==> src/rtl/key_check_consumer_pkg.sv <==
// Shared definitions for the key-check consumer.
//   state_t   : FSM state encoding (also exported on the debug port)
//   KEY_W     : candidate key width
//   BLK_W     : cipher/plaintext block width
//   key_round : one decrypt round, work = rotr(work, rot) ^ {key, ~key}
package key_pkg;

  localparam int KEY_W = 32;
  localparam int BLK_W = 64;

  typedef enum logic [2:0] {
    IDLE     = 3'd0,
    WAIT_KEY = 3'd1,
    ROUND    = 3'd2,
    CMP      = 3'd3,
    DONE     = 3'd4
  } state_t;

  // Right-rotate by doubling the word and shifting, then mix in the key
  // and its complement.
  function automatic logic [BLK_W-1:0] key_round(
    input logic [BLK_W-1:0] work,
    input logic [KEY_W-1:0] key,
    input int unsigned      rot
  );
    logic [2*BLK_W-1:0] dbl;
    dbl = {work, work} >> rot;
    return dbl[BLK_W-1:0] ^ {key, ~key};
  endfunction

endpackage

==> src/rtl/key_check_consumer_round_unit.sv <==
// Combinational single decrypt round.
//   work   : current 64-bit working block
//   key    : 32-bit candidate key
//   result : block after one round
module key_round_unit
  import key_pkg::*;
#(
  parameter int unsigned ROT = 8
) (
  input  logic [BLK_W-1:0] work,
  input  logic [KEY_W-1:0] key,
  output logic [BLK_W-1:0] result
);

  assign result = key_round(work, key, ROT);

endmodule

==> src/rtl/key_check_consumer.sv <==
// Consumer end of the accelerator key queue. Pops candidate keys, runs a
// ROUNDS-round iterative decrypt of the latched ciphertext with each key
// and compares against the latched target; reports hit or abort.
//   clk, rst       : clock, synchronous active-high reset
//   start, stop    : begin search (latches cipherIn/target) / abort search
//   cipherIn       : ciphertext block
//   target         : expected plaintext
//   keyIn, Qempty  : head-of-queue key (first-word-fall-through), empty flag
//   popQ           : dequeue strobe
//   dataToReg      : result word {tried, key} on hit, {tried, 0} on abort
//   incrPC         : one-cycle completion pulse
//   found          : match flag, held until the next start
//   busy           : high in every state except IDLE
//   state_dbg      : current FSM state
//
// Queue handshake: the queue offers keyIn whenever Qempty=0; popQ=1 in a
// cycle means keyIn is consumed at the end of that cycle. popQ is never
// raised while Qempty=1 or while stop=1.
module key_check_consumer
  import key_pkg::*;
#(
  parameter int unsigned ROUNDS = 4,
  parameter int unsigned ROT    = 8
) (
  input  logic             clk,
  input  logic             rst,
  input  logic             start,
  input  logic             stop,
  input  logic [BLK_W-1:0] cipherIn,
  input  logic [BLK_W-1:0] target,
  input  logic [KEY_W-1:0] keyIn,
  input  logic             Qempty,
  output logic             popQ,
  output logic [BLK_W-1:0] dataToReg,
  output logic             incrPC,
  output logic             found,
  output logic             busy,
  output state_t           state_dbg
);

  localparam logic [3:0] LAST_RND = 4'(ROUNDS - 1);

  state_t           state;
  state_t           state_next;
  logic [BLK_W-1:0] cipher;
  logic [BLK_W-1:0] tgt;
  logic [BLK_W-1:0] work;
  logic [BLK_W-1:0] round_out;
  logic [KEY_W-1:0] key;
  logic [3:0]       rnd;
  logic [31:0]      tried;
  logic [31:0]      tried_inc;
  logic             found_r;
  logic [BLK_W-1:0] data_r;
  logic             searching;
  logic             hit;

  key_round_unit #(.ROT(ROT)) u_round (
    .work   (work),
    .key    (key),
    .result (round_out)
  );

  assign tried_inc = (tried == 32'hFFFF_FFFF) ? tried : tried + 32'd1;
  assign hit       = (work == tgt);
  // States in which stop aborts the search.
  assign searching = (state == WAIT_KEY) || (state == ROUND) || (state == CMP);

  always_comb begin
    state_next = state;
    popQ       = 1'b0;
    case (state)
      IDLE:     if (start && !stop) state_next = WAIT_KEY;
      WAIT_KEY: begin
        if (stop) begin
          state_next = DONE;
        end else if (!Qempty) begin
          popQ       = 1'b1;
          state_next = ROUND;
        end
      end
      ROUND: begin
        if (stop)                 state_next = DONE;
        else if (rnd == LAST_RND) state_next = CMP;
      end
      CMP: begin
        if (stop || hit) state_next = DONE;
        else             state_next = WAIT_KEY;
      end
      DONE:    state_next = IDLE;
      default: state_next = IDLE;
    endcase
  end

  always_ff @(posedge clk) begin
    if (rst) begin
      state   <= IDLE;
      cipher  <= '0;
      tgt     <= '0;
      work    <= '0;
      key     <= '0;
      rnd     <= '0;
      tried   <= '0;
      found_r <= 1'b0;
      data_r  <= '0;
    end else begin
      state <= state_next;
      if (stop && searching) begin
        // Abort wins over a pop or a same-cycle match; the key under test
        // is not counted.
        found_r <= 1'b0;
        data_r  <= {tried, 32'h0};
      end else begin
        case (state)
          IDLE: begin
            if (start && !stop) begin
              cipher  <= cipherIn;
              tgt     <= target;
              tried   <= '0;
              found_r <= 1'b0;
            end
          end
          WAIT_KEY: begin
            if (!Qempty) begin
              key  <= keyIn;
              work <= cipher;
              rnd  <= '0;
            end
          end
          ROUND: begin
            work <= round_out;
            rnd  <= rnd + 4'd1;
          end
          CMP: begin
            tried <= tried_inc;
            if (hit) begin
              found_r <= 1'b1;
              data_r  <= {tried_inc, key};
            end
          end
          default: ;
        endcase
      end
    end
  end

  assign incrPC    = (state == DONE);
  assign busy      = (state != IDLE);
  assign found     = found_r;
  assign dataToReg = data_r;
  assign state_dbg = state;

endmodule

==> config.mk <==
export PLATFORM = sky130hd
export DESIGN_NAME = key_check_consumer
export DESIGN_NICKNAME = d
export VERILOG_FILES = /design/src/rtl/key_check_consumer_pkg.sv /design/src/rtl/key_check_consumer_round_unit.sv /design/src/rtl/key_check_consumer.sv
export SDC_FILE = /design/constraint.sdc
export NUM_CORES = 1
export LEC_CHECK = 0
export BUFFER_PORTS_ARGS = -buffer_cell sky130_fd_sc_hd__clkbuf_2
export CAP_MARGIN = 40
export CORE_ASPECT_RATIO = 0.75
export CORE_MARGIN = 1.5
export CORE_UTILIZATION = 40
export DETAILED_ROUTE_END_ITERATION = 7
export PLACE_DENSITY = 0.66
export SYNTH_ARGS = -nofsm -noshare
export SYNTH_HDL_FRONTEND = slang
export SYNTH_SLANG_ARGS = --single-unit
==> constraint.sdc <==
create_clock -name clk -period 2.46 [get_ports clk]
set_input_delay 0.615 -clock clk [delete_from_list [all_inputs] [get_ports clk]]
set_output_delay 0.615 -clock clk [all_outputs]
set_load 0.005 [all_outputs]
==> key figures <==
Power and ir drop
  – Power per cell area: 696 nW/um^2
  – Overall power: 12600 uW
  – Maximum VDD drop: 0.384 mV
  – Leak: between 0.006 and 0.007 uW

Clock network
  – Total CTS buffers: 36
  – Clock root cell: clkbuf_16
  – Clk_lat worst skew: 0.54 ns
  – Max clock buf depth: 3
  – TritonCTS clock tree: done
  – CTS Sinks: 328
  – Max H-tree Level: 2
  – Clock transition at path regs: approximately 0.060 ns
  – Post-cts hold buffer count: 0

STA
  – Slew headroom: 0.438
  – Min Hold Slack: ~0.30 ns
  – Final Hold Fails: 0
  – Setup repair after global routing missed its margin: yes
  – Clock period minus worst slack: ~2.6 ns
  – Final Slew Violations: 0
  – Final Cycle Share: 1.05
  – Final setup margin: -0.114 ns
  – Layout Skew: 0.0178 ns
  – Slew @ Worst Pin: 0.843 ns
  – Fmax: 389 MHz
  – Final setup vio count: 36

Critical path
  – Slowest CP cell: xnor2_1
  – R2R Setup Slk: -0.11 ns
  – CP Launch Type: register
  – CP peak stage delay: 0.36 ns
  – Worst Path Required: 2.87 ns
  – Reg2reg start: work[51]
  – Crit Path Max Fanout: 8
  – Kind of critical path: register to register
  – Reg-to-Reg End: dataToReg[32]
  – Reg2Reg Depth: 10
  – Critical path arrival: ~3.0 ns
  – Critical path endpoint category: register
  – Crit-path cells: xnor2_1 > nand4_1 > nor4_1 > nand4_1 > buf_6 > buf_4 > nor2_4 > nor2_4 > clkbuf_16 > a221o_1

Route
  – # DRC: 0
  – Total number of vias: 14100
  – Wirelength per Cell: just under 20 um
  – Drt via density: 5.47
  – Post-Route WL: 50.8 mm
  – Post-route ant nets: 0
  – Number of DRC markers in iteration 0: about 1400
  – DRT Pass-1 Iters: 6

Synthesis
  – Synth Net Count: 1990
  – Syn avg cell area: 7.84 um^2
  – Post-synth cell types: 54
  – Seq/Total Area, Yosys: 0.460
  – Yosys top cell by area: dfxtp_1
  – Yosys top cell area share: 0.460
  – Count leader, synth: nand2_1
  – Synth top cells by count: 485 x nand2_1, 328 x dfxtp_1, 253 x a21oi_1, 129 x nor2_1, 112 x clkbuf_1
  – Asr flop ratio synth: 0
  – Yosys reg bits: approximately 330
  – Gate Count Post-Synth: 1823
  – Synthesis Warnings: 0
  – Post-synth EDFFs: 0
  – Cell Area, Synth: 14300 um^2
  – Synth area leaders: dfxtp_1 46%, nand2_1 13%, a21oi_1 8.9%
  – Synth Flop Type: dfxtp_1

Final layout
  – Synth-to-Final Area Change: 27.2%
  – Post-route insts no fill: ~2600
  – Final instance area: 18200 um^2
  – Register Area: 6580 um^2
  – Multi-input logic area: 7350 um^2
  – Layout cell share with drive strength beyond 1: 0.217
  – Nets: 2255
  – # fillers: 3326

Die
  – Full die area: 36900 um^2
  – Core Box Area: 34900 um^2
  – Initial Util: 0.409
  – Row Count: 59
  – Die width: ~220 um
  – Die H: between 150 and 200 um
  – IO Count: 236

Global route
  – Pin count of the biggest net entering global routing: 164
  – Total gr overflow: 0
  – Global-route wire length before repair: 75.2 mm
  – Initial antenna violation count: 6
  – Vias in the first global route: 12800
  – GRT Util Overall: 0.265

Min path
  – Hold path cells: 3
  – Hold EP: tgt[40]
  – Min-Delay Startpoint: target[40]
  – Hold Path Class: input port to register

Place
  – Hpwl dp: 36.7 mm
  – Placement Cell Area: 16600 um^2
  – Dpl cells: 2504
  – RD Place Congestion: 0.943
  – Port buffer count: 235

Status
  – Violated checks: negative setup slack
  – Status: finished, violations left

Run
  – Max cap viols: 0
[area by class of cell]
class | instances | share of cell area
Antenna cell | 6 | 0.000826
Clock buffer | 52 | 0.0585
Clock inverter | 12 | 0.0149
Inverter | 6 | 0.00124
Multi-Input combinational cell | 1358 | 0.404
Sequential cell | 328 | 0.362
Tap cell | 457 | 0.0315
Timing Repair Buffer | 358 | 0.127
[power breakdown]
group	internal, uW	leakage [uW]	switching (uW)
clock	3850	0.000648	2250
combinational	397	0.00362	566
sequential	5450	0.00266	140
[layer usage]
| metal | global-route usage | wire length (um) | vias up |
|---|---|---|---|
| met2 | 0.358 | 20300 | 655 |
| met3 | 0.0741 | 5510 | 93 |
| met1 | 0.394 | 23300 | 6607 |
| met4 | 0.0951 | 1640 | 0 |
| met5 | 0 | 0 | - |
| li1 | - | - | 6749 |
[critical path: cells and delay by family (launching register included)]
family	cells	cell delay (ns)
compound gates	1	0.32
flops	1	0.34
xor+xnor	1	0.36
buf+inv	3	0.50
simple gates	5	0.93
[how the worst max path moves through the flow]
stage | from | endpoint | depth (start not counted)
finish | work[51] | dataToReg[32] | 10
global placement | tgt[46] | dataToReg[44] | 9
global route | work[13] | dataToReg[32] | 12
floorplan | tried[0] | dataToReg[39] | 8
CTS | tgt[16] | dataToReg[16] | 12
detailed placement | work[44] | dataToReg[44] | 9
[cell families after synthesis]
| group | after synthesis | synth area share |
|---|---|---|
| AO/OA/AOI/OAI | 413 | 0.170 |
| AND/OR/NAND/NOR | 794 | 0.240 |
| XOR/XNOR | 148 | 0.0907 |
| adder cells (fa/ha/maj) | 2 | 0.00175 |
| buffers and inverters | 138 | 0.0380 |
| flip-flops | 328 | 0.460 |
[sequential cells by signal, indices dropped and copies added, names as in the netlist]
| name | count |
|---|---|
| rnd | 4 |
| state_dbg | 3 |
| tgt | 64 |
| work | 64 |
| cipher | 64 |
| key | 32 |
| dataToReg | 64 |
| found | 1 |
| tried | 32 |
[stage by stage]
| stage | setup slack [ns] | util | TNS (ns) |
|---|---|---|---|
| floorplan | 0.324 | - | 0 |
| global placement | -0.129 | 0.475 | -1.50 |
| detailed placement | -0.168 | 0.476 | -4.22 |
| CTS | -0.0576 | 0.516 | -1.81 |
| global route | -0.176 | 0.520 | -6.43 |
| finish | -0.114 | 0.520 | -2.00 |
[repair_timing]
item / CTS / global route
pin swaps: 4 / 12
hold endpoints to repair: 0 / 0
setup endpoints to repair: 62 / 65
setup buffers: 2 / 0
cloned: 0 / 2
gates resized for setup: 17 / 22
[cell usage in the layout, fill, tap and decap left out, types with 8 or more instances in the layout]
master     instances
nor2_1           126
buf_12            11
a21oi_1          253
nand3_1           24
a32oi_1            8
and3_1            19
clkbuf_2         234
a211oi_1          33
o211ai_1          33
a221o_1           12
nand2_1          485
dfxtp_1          320
buf_4            106
or3_1              8
and2_1             9
clkbuf_8           8
xor2_1            39
clkbuf_16         38
o21ai_0           34
bufinv_16          8
nand4_1           26
nor3_1            50
xnor2_1          103
No activity file was read; power rests on OpenSTA's default activity.
